**src/rtl/alu_exec_stage.sv**
```systemverilog
// Execute-stage ALU: combinational evaluation of the decoded ALU control code,
// results and flags buffered in a 2-entry FIFO toward writeback/branch logic.
module alu_exec_stage #(
    parameter int WIDTH = 32
) (
    input  logic             clk,
    input  logic             rst_n,
    input  logic             in_valid,
    output logic             in_ready,
    input  logic [3:0]       alu_ctrl,
    input  logic [WIDTH-1:0] op_a,
    input  logic [WIDTH-1:0] op_b,
    output logic             out_valid,
    input  logic             out_ready,
    output logic [WIDTH-1:0] result,
    output logic             zero,
    output logic             overflow,
    output logic             illegal
);

    localparam int PW = WIDTH + 3;

    localparam logic [3:0] CTRL_AND = 4'b0000;
    localparam logic [3:0] CTRL_OR  = 4'b0001;
    localparam logic [3:0] CTRL_ADD = 4'b0010;
    localparam logic [3:0] CTRL_SLT = 4'b0101;
    localparam logic [3:0] CTRL_SUB = 4'b0110;
    localparam logic [3:0] CTRL_NOR = 4'b1000;

    function automatic logic add_ovf(input logic sa, input logic sb, input logic sr);
        return (sa == sb) && (sr != sa);
    endfunction

    function automatic logic sub_ovf(input logic sa, input logic sb, input logic sr);
        return (sa != sb) && (sr != sa);
    endfunction

    logic signed [WIDTH-1:0] a_s, b_s, sum_s, diff_s;
    logic        [WIDTH-1:0] alu_res;
    logic                    alu_ovf, alu_ill, alu_zero;

    assign a_s    = op_a;
    assign b_s    = op_b;
    assign sum_s  = a_s + b_s;
    assign diff_s = a_s - b_s;

    always_comb begin
        alu_res = '0;
        alu_ovf = 1'b0;
        alu_ill = 1'b0;
        case (alu_ctrl)
            CTRL_ADD: begin
                alu_res = sum_s;
                alu_ovf = add_ovf(a_s[WIDTH-1], b_s[WIDTH-1], sum_s[WIDTH-1]);
            end
            CTRL_SUB: begin
                alu_res = diff_s;
                alu_ovf = sub_ovf(a_s[WIDTH-1], b_s[WIDTH-1], diff_s[WIDTH-1]);
            end
            CTRL_AND: alu_res = op_a & op_b;
            CTRL_OR:  alu_res = op_a | op_b;
            // Direct signed compare, so it stays correct when a-b would overflow.
            CTRL_SLT: alu_res = {{(WIDTH-1){1'b0}}, (a_s < b_s)};
            CTRL_NOR: alu_res = ~(op_a | op_b);
            default:  alu_ill = 1'b1;
        endcase
    end

    assign alu_zero = (alu_res == '0);

    logic [PW-1:0] slot_q [2];
    logic [PW-1:0] slot_d [2];
    logic          wr_ptr_q, wr_ptr_d;
    logic          rd_ptr_q, rd_ptr_d;
    logic [1:0]    count_q, count_d;
    logic          push, pop;

    assign in_ready  = (count_q != 2'd2);
    assign out_valid = (count_q != 2'd0);
    assign push      = in_valid & in_ready;
    assign pop       = out_valid & out_ready;

    always_comb begin
        slot_d[0] = slot_q[0];
        slot_d[1] = slot_q[1];
        wr_ptr_d  = wr_ptr_q;
        rd_ptr_d  = rd_ptr_q;
        count_d   = count_q;
        if (push) begin
            slot_d[wr_ptr_q] = {alu_ill, alu_ovf, alu_zero, alu_res};
            wr_ptr_d         = ~wr_ptr_q;
        end
        if (pop) begin
            rd_ptr_d = ~rd_ptr_q;
        end
        case ({push, pop})
            2'b10:   count_d = count_q + 2'd1;
            2'b01:   count_d = count_q - 2'd1;
            default: count_d = count_q;
        endcase
    end

    always_ff @(posedge clk or negedge rst_n) begin
        if (!rst_n) begin
            slot_q[0] <= '0;
            slot_q[1] <= '0;
            wr_ptr_q  <= 1'b0;
            rd_ptr_q  <= 1'b0;
            count_q   <= 2'd0;
        end else begin
            slot_q[0] <= slot_d[0];
            slot_q[1] <= slot_d[1];
            wr_ptr_q  <= wr_ptr_d;
            rd_ptr_q  <= rd_ptr_d;
            count_q   <= count_d;
        end
    end

    assign {illegal, overflow, zero, result} = slot_q[rd_ptr_q];

endmodule

```
**config.mk**
```make
export PLATFORM = sky130hd
export DESIGN_NAME = alu_exec_stage
export DESIGN_NICKNAME = d
export VERILOG_FILES = /design/src/rtl/alu_exec_stage.sv
export SDC_FILE = /design/constraint.sdc
export NUM_CORES = 1
export LEC_CHECK = 0
export CORE_UTILIZATION = 45
export DETAILED_ROUTE_END_ITERATION = 12
export GPL_TIMING_DRIVEN = 0
export PLACE_DENSITY = 0.72
export SLEW_MARGIN = 5
export SYNTH_ARGS = -nofsm -noshare
export SYNTH_HDL_FRONTEND = slang
export SYNTH_SLANG_ARGS = --single-unit
```
**constraint.sdc**
```tcl
create_clock -name clk -period 2.5 [get_ports clk]
set_clock_uncertainty 0.2 [all_clocks]
set_input_delay 0.5 -clock clk [delete_from_list [all_inputs] [get_ports clk]]
set_output_delay 0.5 -clock clk [all_outputs]
set_load 0.05 [all_outputs]
```
# After elaboration in Yosys (flattened, before gate mapping)
# Cells that the tools add are included.
[totals]
rom_bits = 0
word_cells = 52
latch_bits = 0
input_bits = 72
regBits = 74
ramBits = 0
mem_count = 0
[op_classes]
n_bitwise = 9
n_reduce_logical = 8
shifts = 0
muxes = 10
n_div = 0
mul = 0
order_cmp = 4
eq_ne = 12
addsub = 4
[op_table]
columns = ["cell", "n"]
rows = [
  ["$pmux W32 S6", 1],
  ["$mux W35", 4],
  ["$bwmux W70", 1],
  ["$demux W35 S1", 1],
  ["$add A32 B32 Y32", 1],
  ["$and A32 B32 Y32", 1],
  ["$logic_not A32 Y1", 1],
  ["$lt A32 B32 Y1", 1],
  ["$not A32 Y32", 1],
  ["$or A32 B32 Y32", 1],
  ["$sub A32 B32 Y32", 1],
  ["$eq A4 B3 Y1 const B", 2],
  ["$reduce_or A6 Y1", 1],
  ["$eq A4 B1 Y1 const B", 1],
  ["$eq A4 B2 Y1 const B", 1],
  ["$eq A4 B4 Y1 const B", 1],
  ["$ge A2 B2 Y1 const B", 2],
  ["$logic_not A4 Y1", 1],
  ["$not A1 Y2", 2],
  ["$pmux W2 S2", 1],
  ["$reduce_bool A2 Y1", 2],
  ["$logic_and A1 B1 Y1", 3],
  ["$ne A1 B1 Y1", 3],
  ["$add A2 B1 Y2 const B", 1],
  ["10 further kinds", 12],
]

# Logic depth before layout (Yosys ltp)
# Gate-level depths: netlist (run 1).
[depth]
depth_word = 6
mapped_depth = 14
mapped_depth_nobuf = 14

# Worst setup path after synthesis (run 1)
# OpenSTA, ideal clock, no wires.
[synth_path]
kind = "input-to-reg"
start = "in op_a[0]"
end = "reg slot_q[67] in the netlist's numbering"
stages = 14
slack_ns = -1.093
setup_ns = 0.077
arrival_time_ns = 3.316
path_cell_list = "inv_1 ha_1 inv_1 fa_1 nor2b_1 o211ai_1 a21oi_2 o311ai_1 a211o_2 nand3_2 a2111o_1 a2111oi_2 nand4_1 o21ai_1"
[synth_via]
elab_chain_len = 5
elab_cells_between_ends = 9
classes_between = "2 x add/sub; 1 x order compare; 2 x mux; 3 x bitwise; 1 x reduce/logical"
[synth_lines]
columns = ["item", "line_no", "text"]
rows = [
  ["from (decl)", "11", "input logic [WIDTH-1:0] op_a,"],
  ["parallel branches: the longest is 2 deep, another holds $sub A32 B32 Y32", "-", ""],
  ["$pmux W32 S6 *", "51", "case (alu_ctrl)"],
  ["$logic_not A32 Y1 *", "69", "assign alu_zero = (alu_res == '0);"],
  ["$bwmux W70 *", "90", "slot_d[wr_ptr_q] = {alu_ill, alu_ovf, alu_zero, alu_res};"],
  ["to (decl)", "71", "logic [PW-1:0] slot_q [2];"],
]
# Every way passes the cells marked *.
# A chain may end at the register's enable or synchronous reset.

# Worst setup path in the final report (run 1)
[layout_path]
start = "in op_a[0]"
end = "reg slot_q[32] in the netlist's numbering"
# The elaborated chain is that of the path after synthesis.

==> impl_metrics.csv, run 1 <==
group,metric,value,unit
outcome,run_status,"finished, violations left",
outcome,violations,"negative setup slack",
timing,fmax,290,MHz
power,power.clock.fraction,14.7,%
setup_path,crit_slowest_cell,"a2111o_1",
timing,tightestPinTransition,0.877,ns
drt,drt_iter0_markers,1308,
clock_tree,clock_latency,0.34,ns
worst_hold_path,hp-class,"reg -> reg",
yosys,yosysTopAreaCell,"dfrtp_1",
grt,grt-busiest-layer,"met2",
timing,setup_viol,60,
yosys,synth_top_area_share,20.2,%
yosys,synthTopCellsByArea,"dfrtp_1, ha_1, mux2_2",
yosys,synth_seq_cells,74,
floorplanning,row_count,51,
yosys,synth_cells,1170,
flow_run,drv_cap,0,
power,p_sw,4.69,mW
final_layout,drive_above_1_share,50.9,%
floorplanning,die_x,145,um
timing,setup_slack,-0.953,ns
drt,drc,0,
yosys,synth.distinct_cells,96,
setup_path,worstPathArrival,3.52,ns
placement,routabilityCongestion,0.962,
floorplanning,die_h,145,um
timing,fin_worst_hold_slack,0.270,ns
power,pwr-share-seq,20.3,%
yosys,yosys_warnings,0,
yosys,yosysMostFrequentCell,"nand2_1",
grt,grtUsageMet1,47.6,%
timing,rsz0062_at_grt,"true",
setup_path,worstPathRequired,2.57,ns
timing,finalCritPeriodShare,138,%
clock_tree,clkSlewWorstSetupHoldPaths,0.05,ns
drt,num_vias,11300,
clock_tree,cts_tree,"yes",
final_layout,finalNetCount,1648,
clock_tree,cts_sinks,74,
grt,overflow,0,
grt,antenna_found_initial,0,
setup_path,path_max_fanout,6,
yosys,synth_edf_count,0,
timing,tns,-22.19,ns
setup_path,r2r_start,"count_q[0]",
yosys,synth_fa_ha_area_share,14.8,%
floorplanning,start_util,46.4,%
grt,grt_pass1_wl,59100,um
grt,met3_usage,5.76,%
yosys,synth_flop_cell,"dfrtp_1",
timing,slew-limit-headroom,41.3,%
yosys,synth-simple-area-share,19.7,%
placement,dpl_cell_area,11200,um^2
yosys,syn-num-nets,1349,
grt,grtUsageTotal,37.3,%
final_layout,area_growth,66.5,%
grt,grt_util_met2,60.1,%
setup_path,crit_path_start,"op_a[0]",
timing,hold_violations,0,
power,pwr-share-comb,64.9,%
worst_hold_path,hold_path.startpoint,"slot_q[51]",
floorplanning,io_pins,109,
setup_path,end_kind,"register",
final_layout,n_fill_cell,1284,
drt,detail-route-antenna-nets,0,
floorplanning,die-area,20900,um^2
final_layout,num_antenna_cells,0,
drt,viasPerCell,6.52,
yosys,synthXorXnorAreaFrac,1.44,%
final_layout,finalInstanceArea,15200,um^2
timing,min_period,3.45,ns
timing,slew_viol_final,0,
setup_path,critPathMaxStageDelay,0.41,ns
placement,dp_slack,-2.24,ns
grt,grt_max_degree,69,
yosys,synthMuxAreaShare,7.65,%
clock_tree,ctsLongestPathBuffers,2,
clock_tree,htreeDepth,3,
floorplanning,placeableCoreArea,19700,um^2
grt,grt_pass1_vias,10900,
yosys,netlist_area,9150,um^2
drt,wl_per_cell,23.8,um
power,powerDensity,648,nW/um^2
power,intPower,5.18,mW
setup_path,worstSetupPathType,"in -> reg",
drt,firstDrtPassIters,5,
power,swShare,47.5,%
yosys,syn_avg_cell_area,7.82,um^2
yosys,async_flop_share,100,%
placement,hpwl,26400,um
setup_path,crit_path_start_kind,"input port",
setup_path,path_cells,"buf_12, ha_4, fa_2, a21oi_4, o221ai_4, a21o_1, a221oi_2, o31a_1, o2111ai_2, a2111o_1, a2111oi_2, nand4_1, o21ai_1",
power,leakage,6.51,nW
clock_tree,root_buffer,"clkbuf_16",
placement,numPortBuffers,106,
yosys,synth-seq-area-share,20.2,%
power,vdd_drop_max,0.000542,V
drt,wirelength,41400,um
clock_tree,numCtsBuffers,9,
yosys,synth_common_cells,"nand2_1, ha_1, a21oi_1, inv_1, nor2_1",
yosys,synth_top_family_by_area,"compound AO/OA/AOI/OAI gates",
yosys,synth_compound_area_share,27.7,%
final_layout,post-route-util,77.2,%
## critical path, delay by kind of cell
family                   cells  cell delay (ns)
buffers and inverters        1             0.11
AO/OA/AOI/OAI                9             2.19
adder cells (fa/ha/maj)      2             0.54
AND/OR/NAND/NOR              1             0.17
## registers in the layout, indices dropped and copies added, names as in the netlist
signal and count:
wr_ptr_q 1, slot_q 70, count_q 2, rd_ptr_q 1
## area by class of cell
cell class / count / area (um^2) / area share [%]
multi-input cells: 932 / 8980 / 59.0
well taps: 265 / 332 / 2.18
flip-flops and latches: 74 / 1850 / 12.2
inverters: 95 / 473 / 3.11
plain buffers: 56 / 562 / 3.69
repair buffers: 301 / 2700 / 17.7
clock buffers: 10 / 229 / 1.50
clock inverters: 6 / 105 / 0.690
## metal layers
metal	wire [um]	vias to the layer above
met4	2710	0
met3	4140	250
li1	-	4872
met2	18600	810
met1	15900	5404
met5	0	-
## cells in the final DEF, fill, tap and decap left out, types with 31 or more instances in the layout
cell type / Yosys / layout
a21oi_2: 2 / 31
nand2_1: 147 / 131
a21oi_1: 95 / 46
ha_4: 0 / 31
dfrtp_1: 74 / 73
mux2_2: 53 / 47
buf_4: 4 / 156
buf_6: 3 / 56
inv_1: 95 / 43
nor2_1: 87 / 77
ha_1: 105 / 71
## kinds of logic (layout without fill, tap and decap cells)
group / Yosys count / in the layout
and+or+nand+nor: 375 / 375
AOI/OAI and AO/OA: 373 / 373
buffers and inverters: 164 / 468
adders and majority gates: 107 / 107
DFF: 74 / 74
muxes: 62 / 62
xor gates and xnor gates: 15 / 15
## what timing repair did
action / CTS / global route
hold endpoints to repair: 6 / 0
endpoints found under the setup margin: 103 / 64
hold buffers: 1 / 0
gates resized for setup: 756 / 157
setup buffers: 151 / 53
pin swaps: 132 / 93
cloned: 1 / 0
## power by group through the flow
stage | Combinational, mW | Sequential (mW) | Clock [mW]
after floorplan | 3.65 | 1.92 | 0
after global placement | 5.12 | 1.97 | 0
after detailed placement | 5.17 | 2.00 | 0
after CTS | 5.97 | 2.00 | 1.46
after global routing | 6.74 | 2.06 | 1.52
final | 6.41 | 2.01 | 1.45
## final timing paths
check / end / slack [ns] / cells after the start
setup / recovery: slot_q[32] / -0.95 / 13
hold / removal: slot_q[51] / 0.27 / 2
setup reg to reg: slot_q[53] / 0.13 / 6
hold reg to reg: slot_q[51] / 0.27 / 2
max in group asynchronous: slot_q[45] / 1.24 / 3
min in group asynchronous: slot_q[33] / 0.32 / 2
## through the flow
step	instances	total power, mW
after global placement	1541	7.09
final	1739	9.87
after detailed placement	1542	7.17
after global routing	1739	10.3
after CTS	1701	9.43
after floorplan	1170	5.57
Power figures use the tool's default switching activity.
==> run 2: changes to the inputs <==
CORE_UTILIZATION = 50   (was 45)
PLACE_DENSITY = 0.78   (was 0.72)
TNS_END_PERCENT = 50   (was unset)
clock period = 4.1 ns   (was 2.5 ns; I/O delays follow)
==> impl_metrics.csv, run 2 (synthesis gave the netlist of run 1 again) <==
group,metric,value,unit
timing,tightestPinTransition,0.982,ns
outcome,run_status,"completed",
floorplanning,die-area,18800,um^2
setup_path,worstPathRequired,4.12,ns
grt,grtUsageTotal,35.4,%
drt,firstDrtPassIters,6,
floorplanning,die_x,137,um
clock_tree,root_buffer,"clkbuf_16",
drt,wirelength,33900,um
clock_tree,cts_tree,"yes",
drt,viasPerCell,6.49,
grt,overflow,0,
grt,grt_pass1_vias,9422,
timing,slew_viol_final,0,
setup_path,crit_path_start_kind,"input port",
power,p_sw,2.52,mW
drt,drc,0,
power,powerDensity,438,nW/um^2
floorplanning,io_pins,109,
placement,numPortBuffers,106,
worst_hold_path,hp-class,"in -> async",
flow_run,drv_cap,0,
drt,wl_per_cell,21.6,um
clock_tree,ctsLongestPathBuffers,2,
power,intPower,2.81,mW
timing,min_period,4.09,ns
placement,hpwl,25200,um
power,power.clock.fraction,14.8,%
drt,num_vias,10200,
timing,finalCritPeriodShare,99.8,%
floorplanning,placeableCoreArea,18000,um^2
final_layout,regMostFlops,"slot_q",
timing,fmax,244,MHz
drt,detail-route-antenna-nets,0,
final_layout,final_cell_mix,"nand2_1, ha_1, inv_1, nor2_1",
placement,dp.cells,1508,
final_layout,area_growth,32.9,%
power,pwr-share-comb,62.1,%
final_layout,layout_commonest_cell,"nand2_1",
floorplanning,die_h,137,um
final_layout,largest_reg_flops,70,
floorplanning,row_count,49,
grt,antenna_found_initial,0,
grt,grt_max_degree,71,
power,pwr-share-seq,23.1,%
drt,drt_iter0_markers,1119,
clock_tree,cts_sinks,74,
grt,grt_pass1_wl,50800,um
setup_path,worstSetupPathType,"in -> reg",
timing,hold_violations,0,
timing,slew-limit-headroom,33.7,%
final_layout,finalInstanceArea,12200,um^2
clock_tree,htreeDepth,3,
setup_path,end_kind,"register",
power,leakage,5.36,nW
power,vdd_drop_max,0.000790,V
power,swShare,47.3,%
final_layout,reg_top3,"slot_q: 70 flops, count_q: 2 flops",
clock_tree,clkSlewWorstSetupHoldPaths,0.05,ns
placement,dp_slack,-1.41,ns
setup_path,path_max_fanout,10,
setup_path,worstPathArrival,4.11,ns
timing,setup_viol,0,
placement,dpl_cell_area,10600,um^2
floorplanning,start_util,50.9,%
clock_tree,clock_latency,0.33,ns
timing,setup_slack,0.00860,ns
placement,routabilityCongestion,1.02,
clock_tree,numCtsBuffers,9,
final_layout,fin_cells,1571,
final_layout,finalNetCount,1515,
final_layout,drive_above_1_share,24.5,%
run 2: cell count changes in the layout (fill, tap and decap cells not counted), moves of 15 or more:
| cell | change |
|---|---|
| clkdlybuf4s50_1 | +61 |
| buf_2 | -21 |
| a21oi_4 | -16 |
| ha_4 | -22 |
| buf_4 | -98 |
| o21ai_0 | +39 |
| inv_1 | +44 |
| ha_1 | +20 |
| o21ai_2 | -17 |
| buf_6 | -47 |
| clkdlybuf4s15_2 | -18 |
| nand2_1 | +15 |
| a21oi_1 | +26 |
| inv_2 | -19 |
run 2: worst max-delay path: stages:
cell and delay (ns):
clkdlybuf4s50_1 0.42, clkbuf_4 0.23, or4b_2 0.74, clkbuf_4 0.27, clkbuf_2 0.35, o2111ai_1 0.33
a21oi_1 0.08, o22ai_1 0.40, and4bb_2 0.30, nand4_1 0.09, o21ai_1 0.07
run 2: path summary, 6_finish.rpt:
kind	start	endpoint	slack, ns	depth (start not counted)
setup reg to reg	count_q[0]	slot_q[49]	1.86	6
setup / recovery	alu_ctrl[1]	slot_q[67]	0.009	11
hold reg to reg	slot_q[45]	slot_q[45]	0.27	2
max in group asynchronous	rst_n	slot_q[31]	3.08	2
min in group clk	slot_q[45]	slot_q[45]	0.27	2
hold / removal	rst_n	slot_q[10]	0.09	1
run 2: final cells by class:
cell class,instances,area [um^2]
well taps,229,287
flip-flops and latches,74,1850
clock inverters,2,35.0
multi-input cells,932,7400
inverters,95,360
diodes,1,2.50
fillers,1500,5810
repair buffers,160,1480
plain buffers,64,474
clock buffers,14,264
run 2: timing repair:
action                     4_1_cts  5_1_grt
setup buffers                   35       16
setup endpoints to repair       32       10
hold buffers                     0        0
gates cloned                     0        0
pin swaps                       36       34
gates resized for setup        153      111
hold endpoints to repair         0        0
run 2: per-stage QoR:
step	total power [mW]	utilization (%)	TNS, ns	hold WS, ns
4_1_cts	5.21	65.0	0	0.0802
3_5_place_dp	4.25	58.8	-23.64	0.259
3_3_place_gp	4.18	58.4	-77.28	0.253
2_1_floorplan	3.30	-	0	0.242
5_1_grt	5.60	67.6	-0.0835	0.0853
6_report	5.32	67.7	0	0.0902
run 2: routing by layer:
| layer | vias up | part of all wire (%) | global-route usage (%) |
|---|---|---|---|
| li1 | 4609 | - | - |
| met2 | 675 | 44 | 56.9 |
| met5 | - | 0 | 0 |
| met4 | 0 | 4.7 | 16.6 |
| met1 | 4778 | 41 | 46.1 |
| met3 | 133 | 9.9 | 5.96 |
run 2: power by group through the flow:
| stage | Sequential (mW) | Clock, mW | Combinational (mW) |
|---|---|---|---|
| finish | 1.23 | 0.790 | 3.30 |
| global route | 1.26 | 0.823 | 3.51 |
| CTS | 1.23 | 0.798 | 3.18 |
| detailed placement | 1.23 | 0 | 3.02 |
| global placement | 1.20 | 0 | 2.98 |
| floorplan | 1.17 | 0 | 2.13 |
==> run 3: changes to the inputs <==
==> constraint.sdc (replaced) <==
create_clock -name clk -period 4.1 [get_ports clk]
set_clock_uncertainty 0.2 [all_clocks]
set_input_delay 0.615 -clock clk [delete_from_list [all_inputs] [get_ports clk]]
set_output_delay 0.615 -clock clk [all_outputs]
set_load 0.05 [all_outputs]
==> impl_metrics.csv, run 3 (synthesis gave the netlist of run 1 again) <==
group,metric,value,unit
placement,hpwl,25200,um
timing,finalCritPeriodShare,98.1,%
placement,routabilityCongestion,1.02,
timing,tightestPinTransition,0.860,ns
power,vdd_drop_max,0.000789,V
setup_path,crit_path_start_kind,"input port",
grt,overflow,0,
final_layout,fin_cells,1557,
timing,setup_slack,0.0792,ns
clock_tree,htreeDepth,3,
grt,grt_pass1_vias,9272,
worst_hold_path,hp-class,"reg -> reg",
drt,viasPerCell,6.46,
floorplanning,start_util,50.9,%
flow_run,drv_cap,0,
floorplanning,io_pins,109,
clock_tree,clock_latency,0.33,ns
final_layout,reg_top3,"slot_q: 70 flops, count_q: 2 flops",
placement,dp.cells,1508,
final_layout,drive_above_1_share,20.0,%
clock_tree,cts_tree,"yes",
final_layout,n_fill_cell,1571,
power,leakage,5.24,nW
drt,num_vias,10100,
setup_path,worstPathRequired,4.12,ns
power,powerDensity,446,nW/um^2
clock_tree,ctsLongestPathBuffers,2,
timing,hold_violations,0,
setup_path,crit_slowest_cell,"clkdlybuf4s50_1",
grt,grt_pass1_wl,50000,um
final_layout,finalNetCount,1500,
floorplanning,placeableCoreArea,18000,um^2
timing,setup_viol,0,
placement,dp_slack,-1.20,ns
floorplanning,row_count,49,
setup_path,worstSetupPathType,"in -> reg",
worst_hold_path,hold_path.startpoint,"slot_q[55]",
setup_path,r2r_slack,1.84,ns
drt,firstDrtPassIters,6,
final_layout,regMostFlops,"slot_q",
floorplanning,die-area,18800,um^2
setup_path,path_cells,"clkdlybuf4s50_1, inv_1, ha_1, clkbuf_4, nand4_1, nor3_2, nand4_1, a31o_2, a2111oi_2, o21ai_0, o211a_1, and4_1, nand4_1, o21ai_1",
setup_path,path_max_fanout,10,
drt,top_layer_used,"met4",
outcome,run_status,"completed",
floorplanning,die_h,137,um
clock_tree,root_buffer,"clkbuf_16",
final_layout,layout_commonest_cell,"nand2_1",
drt,wl_met2,14900,um
grt,grtUsageTotal,34.9,%
placement,numPortBuffers,106,
timing,min_period,4.02,ns
drt,wl_met1,13600,um
final_layout,final_cell_mix,"nand2_1, ha_1, inv_1, nor2_1, clkdlybuf4s50_1",
setup_path,critPathMaxStageDelay,0.51,ns
drt,drc,0,
clock_tree,numCtsBuffers,9,
drt,wl_per_cell,21.4,um
clock_tree,clkSlewWorstSetupHoldPaths,0.05,ns
setup_path,crit_path_frequent_cell,"nand4_1",
setup_path,crit_path_start,"op_a[14]",
drt,wirelength,33400,um
setup_path,worstPathArrival,4.04,ns
drt,wl_met3,3330,um
clock_tree,cts_sinks,74,
drt,drt_iter0_markers,1031,
final_layout,largest_reg_flops,70,
timing,fmax,249,MHz
setup_path,r2r_start,"count_q[0]",
grt,antenna_found_initial,0,
setup_path,end_kind,"register",
drt,detail-route-antenna-nets,0,
timing,slew_viol_final,0,
floorplanning,die_x,137,um
final_layout,area_growth,28.8,%
grt,grt_max_degree,71,
timing,slew-limit-headroom,41.9,%
run 3: cell types whose count changed in the layout (fill, tap and decap cells not counted), sizes merged:
| cell | change |
|---|---|
| buf | -19 |
| clkdlybuf4s15 | -6 |
| clkdlybuf4s50 | +11 |
| diode | +1 |
| dlygate4sd2 | -5 |
| dlygate4sd3 | +1 |
| dlymetal6s2s | +3 |
run 3: power by group:
part	leakage, nW	switching [mW]	internal (mW)	total [mW]
sequential	0.964	0.175	1.05	1.23
clock	0.147	0.284	0.504	0.788
combinational	4.13	2.02	1.21	3.24
total	5.24	2.48	2.77	5.25
run 3: area by class of cell:
| class | instances | area, um^2 | share of cell area, % |
|---|---|---|---|
| clock inverters | 2 | 35.0 | 0.297 |
| inverters | 95 | 360 | 3.06 |
| flip-flops and latches | 74 | 1850 | 15.7 |
| diodes | 2 | 5.00 | 0.0425 |
| well taps | 229 | 287 | 2.43 |
| multi-input cells | 932 | 7150 | 60.6 |
| repair buffers | 145 | 1390 | 11.8 |
| clock buffers | 14 | 264 | 2.24 |
| plain buffers | 64 | 444 | 3.77 |
run 3: path summary, 6_finish.rpt:
kind                              end  cells after the start
setup / recovery           slot_q[32]                     14
max in group asynchronous  slot_q[31]                      3
hold reg to reg            slot_q[55]                      2
min in group asynchronous  slot_q[10]                      2
hold / removal             slot_q[55]                      2
setup reg to reg            slot_q[6]                      4
run 3: per-layer routing:
layer / up-vias / global-route usage [%]
li1: 4573 / -
met1: 4764 / 44.8
met2: 600 / 56.1
met3: 120 / 7.10
met4: 0 / 16.0
met5: - / 0
run 3: worst max-delay path: cells and delay by family:
family          cells  cell delay, ns
buf+inv             3            0.80
fa+ha+maj           1            0.30
simple gates        5            1.02
compound gates      5            1.30
run 3: repair_timing:
action / in CTS / in global routing
resized for setup: 83 / 86
endpoints found under the hold margin: 4 / 0
hold buffers: 1 / 0
buffers inserted: 24 / 10
cloned: 0 / 1
pin swaps: 23 / 35
endpoints found under the setup margin: 18 / 9
run 3: metrics by stage:
| step | cell area (um^2) | hold slack, ns | utilization (%) | TNS, ns | total power, mW |
|---|---|---|---|---|---|
| global route | 11800 | 0.291 | 65.6 | -0.0685 | 5.54 |
| finish | 11800 | 0.270 | 65.6 | 0 | 5.25 |
| detailed placement | 10600 | 0.230 | 58.8 | -14.58 | 4.25 |
| CTS | 11400 | 0.273 | 63.3 | 0 | 5.15 |
| global placement | 10500 | 0.253 | 58.4 | -50.82 | 4.18 |
| floorplan | 9150 | 0.119 | - | 0 | 3.30 |
